==> src/rtl/seq_det_pkg.sv <==
// rtl/seq_det_pkg.sv - shared types, defaults and helpers for the serial pattern detector
// Contents: controller state enum, default pattern size parameters,
// and the pattern-length clamp used when the run configuration is captured.
package seq_det_pkg;

  localparam int DEF_MAX_LEN = 8;
  localparam int DEF_LEN_W   = 4;

  typedef enum logic [1:0] {
    IDLE,
    HUNT,
    DONE,
    EXPIRED
  } state_t;

  // A length of 0 is read as 1; anything longer than the window is cut to it.
  function automatic int clamp_len(input int len, input int max_len);
    if (len == 0) return 1;
    if (len > max_len) return max_len;
    return len;
  endfunction

endpackage

==> src/rtl/pattern_window.sv <==
// rtl/pattern_window.sv - bit-stream shift window, fill counter and masked pattern compare
// Ports:
//   clk, reset_n  clock and asynchronous active-low reset
//   clear         empty the window and fill count (start of a run)
//   shift         accept x into the window this cycle
//   x             serial data bit
//   overlap       1 = keep history after a hit, 0 = require len fresh bits
//   len           clamped pattern length (1..MAX_LEN)
//   pattern       pattern, bit len-1 received first
//   hit           combinational: this shift completes a match
module pattern_window
  import seq_det_pkg::*;
#(
  parameter int MAX_LEN = DEF_MAX_LEN,
  parameter int LEN_W   = DEF_LEN_W
) (
  input  logic               clk,
  input  logic               reset_n,
  input  logic               clear,
  input  logic               shift,
  input  logic               x,
  input  logic               overlap,
  input  logic [LEN_W-1:0]   len,
  input  logic [MAX_LEN-1:0] pattern,
  output logic               hit
);

  logic [MAX_LEN-1:0] window;
  logic [MAX_LEN-1:0] window_next;
  logic [MAX_LEN-1:0] mask;
  logic [LEN_W-1:0]   fill;
  logic [LEN_W-1:0]   fill_next;

  always_comb begin
    window_next = {window[MAX_LEN-2:0], x};
    fill_next   = (fill < len) ? fill + LEN_W'(1) : len;
    mask        = '0;
    for (int i = 0; i < MAX_LEN; i++) begin
      mask[i] = (LEN_W'(i) < len);
    end
    // Newest bit sits at window[0], so the low len bits line up with pattern[len-1:0].
    hit = shift && (fill_next == len) && ((window_next & mask) == (pattern & mask));
  end

  always_ff @(posedge clk or negedge reset_n) begin
    if (!reset_n) begin
      window <= '0;
      fill   <= '0;
    end else if (clear) begin
      window <= '0;
      fill   <= '0;
    end else if (shift) begin
      window <= window_next;
      fill   <= (hit && !overlap) ? '0 : fill_next;
    end
  end

endmodule

==> src/rtl/seq_det_ctrl.sv <==
// rtl/seq_det_ctrl.sv - run controller for the serial pattern detector
// Ports:
//   clk, reset_n    clock and asynchronous active-low reset
//   start, abort    begin a run (captures cfg_*) / end the run at once
//   cfg_pattern     pattern, bit cfg_len-1 received first
//   cfg_len         pattern length, 0 -> 1, above MAX_LEN -> MAX_LEN
//   cfg_overlap     allow overlapping matches
//   cfg_target      matches needed to finish, 0 = unlimited
//   cfg_timeout     run limit in HUNT cycles, 0 = none
//   x_valid, x      qualified serial bit stream
//   match           one-cycle pulse per match
//   busy            run in progress
//   done            target reached (level)
//   timed_out       timeout expired (level)
//   match_count     matches in the current or last run, saturating
module seq_det_ctrl
  import seq_det_pkg::*;
#(
  parameter int MAX_LEN = DEF_MAX_LEN,
  parameter int LEN_W   = DEF_LEN_W,
  parameter int CNT_W   = 8,
  parameter int TO_W    = 16
) (
  input  logic               clk,
  input  logic               reset_n,
  input  logic               start,
  input  logic               abort,
  input  logic [MAX_LEN-1:0] cfg_pattern,
  input  logic [LEN_W-1:0]   cfg_len,
  input  logic               cfg_overlap,
  input  logic [CNT_W-1:0]   cfg_target,
  input  logic [TO_W-1:0]    cfg_timeout,
  input  logic               x_valid,
  input  logic               x,
  output logic               match,
  output logic               busy,
  output logic               done,
  output logic               timed_out,
  output logic [CNT_W-1:0]   match_count
);

  state_t             state;
  logic [MAX_LEN-1:0] sh_pattern;
  logic [LEN_W-1:0]   sh_len;
  logic               sh_overlap;
  logic [CNT_W-1:0]   sh_target;
  logic [TO_W-1:0]    sh_timeout;
  logic [TO_W-1:0]    timer;

  logic               in_hunt;
  logic               accept;
  logic               shift;
  logic               hit;
  logic               expire;
  logic               target_hit;
  logic [CNT_W-1:0]   count_inc;

  assign in_hunt    = (state == HUNT);
  assign accept     = start && !abort && !in_hunt;
  assign shift      = in_hunt && x_valid && !abort;
  assign count_inc  = (match_count == '1) ? match_count : match_count + CNT_W'(1);
  assign target_hit = hit && (sh_target != '0) && (count_inc == sh_target);
  // Timer holds the number of HUNT cycles already completed, so the limit is T-1.
  assign expire     = (sh_timeout != '0) && (timer == sh_timeout - TO_W'(1));

  pattern_window #(
    .MAX_LEN (MAX_LEN),
    .LEN_W   (LEN_W)
  ) u_window (
    .clk     (clk),
    .reset_n (reset_n),
    .clear   (accept),
    .shift   (shift),
    .x       (x),
    .overlap (sh_overlap),
    .len     (sh_len),
    .pattern (sh_pattern),
    .hit     (hit)
  );

  always_ff @(posedge clk or negedge reset_n) begin
    if (!reset_n) begin
      state       <= IDLE;
      match       <= 1'b0;
      busy        <= 1'b0;
      done        <= 1'b0;
      timed_out   <= 1'b0;
      match_count <= '0;
      sh_pattern  <= '0;
      sh_len      <= '0;
      sh_overlap  <= 1'b0;
      sh_target   <= '0;
      sh_timeout  <= '0;
      timer       <= '0;
    end else begin
      match <= 1'b0;
      if (abort) begin
        state     <= IDLE;
        busy      <= 1'b0;
        done      <= 1'b0;
        timed_out <= 1'b0;
      end else begin
        case (state)
          HUNT: begin
            timer <= timer + TO_W'(1);
            if (hit) begin
              match       <= 1'b1;
              match_count <= count_inc;
            end
            // A completing match on the expiry cycle wins over the timeout.
            if (target_hit) begin
              state <= DONE;
              busy  <= 1'b0;
              done  <= 1'b1;
            end else if (expire) begin
              state     <= EXPIRED;
              busy      <= 1'b0;
              timed_out <= 1'b1;
            end
          end
          default: begin
            if (start) begin
              state       <= HUNT;
              busy        <= 1'b1;
              done        <= 1'b0;
              timed_out   <= 1'b0;
              match_count <= '0;
              timer       <= '0;
              sh_pattern  <= cfg_pattern;
              sh_len      <= LEN_W'(clamp_len(int'(cfg_len), MAX_LEN));
              sh_overlap  <= cfg_overlap;
              sh_target   <= cfg_target;
              sh_timeout  <= cfg_timeout;
            end
          end
        endcase
      end
    end
  end

endmodule
==> config.mk <==
export PLATFORM = sky130hd
export DESIGN_NAME = seq_det_ctrl
export DESIGN_NICKNAME = d
export VERILOG_FILES = /design/src/rtl/seq_det_pkg.sv /design/src/rtl/pattern_window.sv /design/src/rtl/seq_det_ctrl.sv
export SDC_FILE = /design/constraint.sdc
export NUM_CORES = 1
export LEC_CHECK = 0
export ABC_AREA = 1
export CORE_ASPECT_RATIO = 1.75
export CORE_MARGIN = 5
export CORE_UTILIZATION = 45
export DETAILED_ROUTE_END_ITERATION = 10
export PLACE_DENSITY = 0.63
export SLEW_MARGIN = 20
export SYNTH_ARGS = -nofsm -noshare
export SYNTH_HDL_FRONTEND = slang
export SYNTH_SLANG_ARGS = --single-unit
==> constraint.sdc <==
create_clock -name clk -period 2.7 [get_ports clk]
set_input_delay 0.405 -clock clk [delete_from_list [all_inputs] [get_ports clk]]
set_output_delay 0.405 -clock clk [all_outputs]
set_load 0.01 [all_outputs]
Yosys cells after proc, flatten, opt, wreduce, memory -nomap -nowiden. Cells that the tools add are included.

Equal/unequal tests: 11. $add $sub $neg: 4. $lt $le $gt $ge: 10. Bitwise operators: 4. Reduce and logical (&&, ||, !) cells: 25. Multiplexer cells: 46.

Operators with widths (number): $mux W16 (2); $mux W8 (4); $mux W4 (7); $mux W1 (26); $add A16 B1 Y16 const B (1); $and A8 B8 Y8 (2); $eq A16 B16 Y1 (1); $eq A8 B8 Y1 (2); $lt A3 B4 Y1 const A (4); $reduce_bool A16 Y1 (1); $sub A16 B1 Y16 const B (1); $mux W7 (2); $logic_and A1 B1 Y1 (10); $mux W2 (5); $reduce_and A3 Y1 (3); $add A8 B1 Y8 const B (1); $eq A8 B8 Y1 const B (1); $lt A1 B4 Y1 const A (2); $lt A2 B4 Y1 const A (2); $reduce_bool A8 Y1 (1); $ne A3 B2 Y1 const B (2); $reduce_and A2 Y1 (3); $add A4 B1 Y4 const B (1); $eq A4 B4 Y1 (1); other kinds (11) (15).

Output and inout bits: 12. Flip-flop bits (word level): 78. Word-level logic and storage cells: 114.

Logic depth before layout (Yosys ltp).
Word-level depth: 11. Gate-level depth with buffers: 16. Depth with buffers taken out: 16.

Hierarchy. Synthesis repeated with hierarchy kept, for this count alone.

Cells, all modules: 677. Area, all modules: 4827.1 um2.

Modules (own cells, without submodules): seq_det_ctrl (area an instance 3885.0 um2, times used 1, cells an instance 531); pattern_window (area an instance 942.2 um2, times used 1, cells an instance 146).

Worst setup path before layout. Ideal clock, no wire load.

Kind: reg2reg. From: register sh_len[3]. To: register state[1]. Path slack: 654 ps. Cell stages (with the launch flop): 13. Arrival time: 1929 ps. Library setup time: 117 ps. Data required time: 2583 ps. Cell sequence: dfrtp_1 inv_1 ha_1 a21oi_1 nand2_2 nor3_1 nor2_1 nand3_1 nor2_2 nand2_2 nand3_1 nand2_1 nand2_1.

Longest elaborated chain between the ends: 10.

RTL lines: start, declared (RTL line seq_det_ctrl.sv:44) `logic [LEN_W-1:0] sh_len;`; start signal, assigned (RTL line seq_det_ctrl.sv:130) `sh_len <= LEN_W'(clamp_len(int'(cfg_len), MAX_LEN));`; $lt A4 B4 Y1 (RTL line pattern_window.sv:36) `fill_next = (fill < len) ? fill + LEN_W'(1) : len;`; $mux W4 (RTL line pattern_window.sv:36); $eq A4 B4 Y1 (RTL line pattern_window.sv:42) `hit = shift && (fill_next == len) && ((window_next & mask) == (pattern & mask));`; $logic_and A1 B1 Y1 (RTL line pattern_window.sv:42); $logic_and A1 B1 Y1 * (RTL line pattern_window.sv:42); $logic_and A1 B1 Y1 * (2 in a row) (RTL line seq_det_ctrl.sv:62) `assign target_hit = hit && (sh_target != '0) && (count_inc == sh_target);`; $mux W2 (RTL line seq_det_ctrl.sv:111) `if (target_hit) begin`; $mux W2 (RTL line seq_det_ctrl.sv:103) `case (state)`; $mux W2 (RTL line seq_det_ctrl.sv:97) `if (abort) begin`; end signal, assigned (RTL line seq_det_ctrl.sv:98) `state <= IDLE;`; end signal, assigned (RTL line seq_det_ctrl.sv:112) `state <= DONE;`; end signal, assigned (RTL line seq_det_ctrl.sv:116) `state <= EXPIRED;`; end, declared (RTL line seq_det_ctrl.sv:42) `state_t state;`.

Mark *: on every way between the ends. The rest lies on a longest branch, timed or not. A chain may end at the register's enable or synchronous reset.

Final worst setup path. Same ends and word-level chain as after synthesis.

==> impl_results.md <==
* Status: completed
* Clock input transition at the sequential cells of the worst setup and hold paths at roughly 0.07 ns
* Number of design-rule violations left by the first detailed-router iteration at about 220
* Layout filler cell count at between 1,000 and 1,500
* Power density cells at slightly above 800 nW/um^2
* Die Footprint at between 10,000 and 15,000 sq um
* All-Layer GR Usage at 0.2017
* Number of global-route vias before repair at roughly 4,400
* Cell leakage power at roughly 2.8 nW
* Clk_skew at 0.01065 ns
* Register-to-register setup slack at 0.34 ns
* Avg WL per Cell at 13.63 microns
* Max-slew violation count at 0
* Number of cells on the worst reg-to-reg path at 12
* Core Footprint at just over 10,000 sq um
* Synth top area cells: dfrtp_1, nand2_1, inv_1
* Ratio of routed vias to standard cells at 5.079
* Number of enable flip-flop cells after synthesis at 0
* Half-perimeter wire length of the detailed placement result at just under 9 mm
* Delay of the slowest cell on the worst path at roughly 0.46 ns
* Setup repair after global routing missed its margin: false
* Share of final-layout standard cells stronger than drive strength 1 at 0.06069
* Standard cell with the maximum stage delay on the critical path: dfrtp_1
* CTS Buffer Depth at 2
* Critical-path cell list: inv_1, ha_1, a21oi_1, nand2_2, nor3_1, nor2_1, nand3_1, nor2_2, nand2_2, nand3_1, nand2_1, nand2_1
* Clock tree from TritonCTS: built
* Leading cell types in the layout, fill and taps excluded: nand2_1, inv_1, dfrtp_1, nand3_1, clkdlybuf4s50_1
* Last element of the critical path: state[1]
* DR DRC count at 0
* Fin crit period at between 2 and 2.5 ns
* Combined area of the multi-input logic cells at about 2300 sq um
* Data arrival at the endpoint of the critical path at approximately 2.6 ns
* Flop and latch count out of synthesis at 78
* Critical Path Start: sh_len[3]
* First-pass GRT wire length at 19.99 mm
* Power share of the clock group at 0.268
* Cell accounting for the most synthesized area: dfrtp_1
* Crit Path Category: register to register
* Number of antenna diodes at 0
* Via count at approximately 4,300
* Relative slew slack at 0.6192
* Number of top-level pins at between 50 and 60
* Cell count after synthesis at 661
* Setup slack at placement at between 0.3 and 0.4 ns
* Logic pwr share at 0.359
* Placement row count at between 40 and 50
* Setup bufs post-CTS at 0
* Buffers added on ports at 54
* Grt ovf at 0
* Count of unique library cells instantiated by Yosys at 36
* RR Startpoint: sh_len[3]
* Horizontal die dimension at between 80 and 90 microns
* Number of nets in the layout at 770
* Worst min-delay path category: primary input to async pin
* Hold buffer count at cts at 0
* Internal power of the cells at 2.867 mW
* Maximum frequency from static timing analysis at ~420 MHz
* Worst flop-to-flop path endpoint: state[1]
* Dominant register cell in the synthesized netlist: dfrtp_1
* Die Y-Extent at between 100 and 150 microns
* RD Place Congestion at a little over 0.9
* CTS H-tree lvls at 3
* IR drop worst, VDD at 0.0004887 V
* Seq. cell area at between 1500 and 2000 sq um
* Final wirelength at about 12 mm
* Number of nets in the synthesized netlist at 711
* Final WS setup at 0.3402 ns
* Largest fanout on the critical path at 8
* Area added between synthesis and finish at 21.39%
* Sequential share of power at 0.373
* Worst hold-check slack at approximately 0.04 ns
* Most common cell after layout, fill and taps aside: nand2_1
* Syn. warnings at 0
* Final Core Density at 0.5535
* Switching share of total power at 0.3853
* Pin count of the biggest net entering global routing at 44
* Number of detailed-route iterations in the first pass at 4
* Antenna viol nets, final at 0
* Post-synth ARST share at 1.000
* Worst Path Required at between 2 and 3 ns
* Clock buffers created by TritonCTS at 9
* Total negative setup slack at 0 ns
* Post-Synthesis Mean Instance Area at 7.062 sq um
* Final worst path period share at 0.8740
* Skew-Pair Late Insertion Delay at around 0.35 ns
* Effective utilization at floorplan at 0.4559
* Root cell of the clock tree: clkbuf_16
* Fraction of the yosys area taken by sequential cells at 0.4181
* Max-Cap Viols at 0
* Setup crit start kind: register
* Worst-Margin Slew at roughly 0.57 ns
* Total count of hold-check failures in the final report at 0
* Number of setup violations in the final report at 0
* Top cell type's share of synthesized area at 0.4181
* Crit end category: register
* Number of antenna violations at the first check in global routing at 0
* Post-Synthesis Cell Area at roughly 4700 sq um
* Resized Gates After CTS at 0
* Number of clock sinks at 78
* Power spent charging and discharging nets at about 1.8 mW
==> worst min-delay path by stage <==
stage          cells after the start              to     from
2_1_floorplan                      0            busy  reset_n
3_3_place_gp                       1  match_count[2]  reset_n
3_5_place_dp                       1  match_count[2]  reset_n
4_1_cts                            1  match_count[2]  reset_n
5_1_grt                            1  match_count[3]  reset_n
6_report                           1  match_count[2]  reset_n
==> cell type report <==
type                            count  share of cell area
Multi-Input combinational cell    471              0.4043
Sequential cell                    78              0.3444
Timing Repair Buffer               59              0.1016
Inverter                          101             0.06690
Clock buffer                       11             0.04460
Tap cell                          127             0.02804
Clock inverter                      5             0.01016
==> power by group through the flow <==
stage	sequential [mW]	clock (mW)	combinational, mW
floorplan	1.69	0	1.23
global placement	1.75	0	1.64
detailed placement	1.76	0	1.67
CTS	1.74	1.28	1.69
global route	1.78	1.33	1.94
finish	1.74	1.25	1.67
==> critical path, delay by kind of cell, from the launching register on <==
kind	cells	cell delay, ns
AOI/OAI and AO/OA	1	0.41
adders and majority gates	1	0.32
buffers and inverters	1	0.10
DFF	1	0.46
and+or+nand+nor	9	0.96
==> cells in the mapped netlist, drive strengths merged, types with 4 or more instances <==
cell type	number
a21oi	10
clkbuf	8
clkinv	4
dfrtp	78
ha	7
inv	97
nand2	217
nand3	59
nand3b	4
nand4	12
nor2	56
nor3	7
o21ai	58
o22ai	12
xnor2	8
xor2	13
==> sequential cells by signal (all words and copies together) (netlist names) <==
register,count
match,1
timer,16
sh_pattern,8
sh_timeout,16
timed_out,1
busy,1
sh_target,8
u_window.window,7
state,2
done,1
sh_overlap,1
match_count,8
sh_len,4
u_window.fill,4
==> cell families after synthesis <==
family / share of synthesized area
compound gates: 0.09998
buf+inv: 0.09220
fa+ha+maj: 0.01876
xor+xnor: 0.03940
flops: 0.4181
simple gates: 0.3315
==> routing by layer <==
layer | up-vias | global-route usage | share of wire
met2 | 64 | 0.3660 | 0.53
met5 | - | 0 | 0
met3 | 22 | 0.03626 | 0.036
li1 | 2220 | - | -
met4 | 0 | 0.07800 | 0.021
met1 | 2021 | 0.2310 | 0.41
==> per-stage QoR <==
step	instances	power (mW)	area, sq um
2_1_floorplan	661	2.920	4668
3_3_place_gp	836	3.392	5356
3_5_place_dp	836	3.433	5356
4_1_cts	852	4.709	5667
5_1_grt	852	5.056	5667
6_report	852	4.665	5667
(Power assumes the default switching activity.)
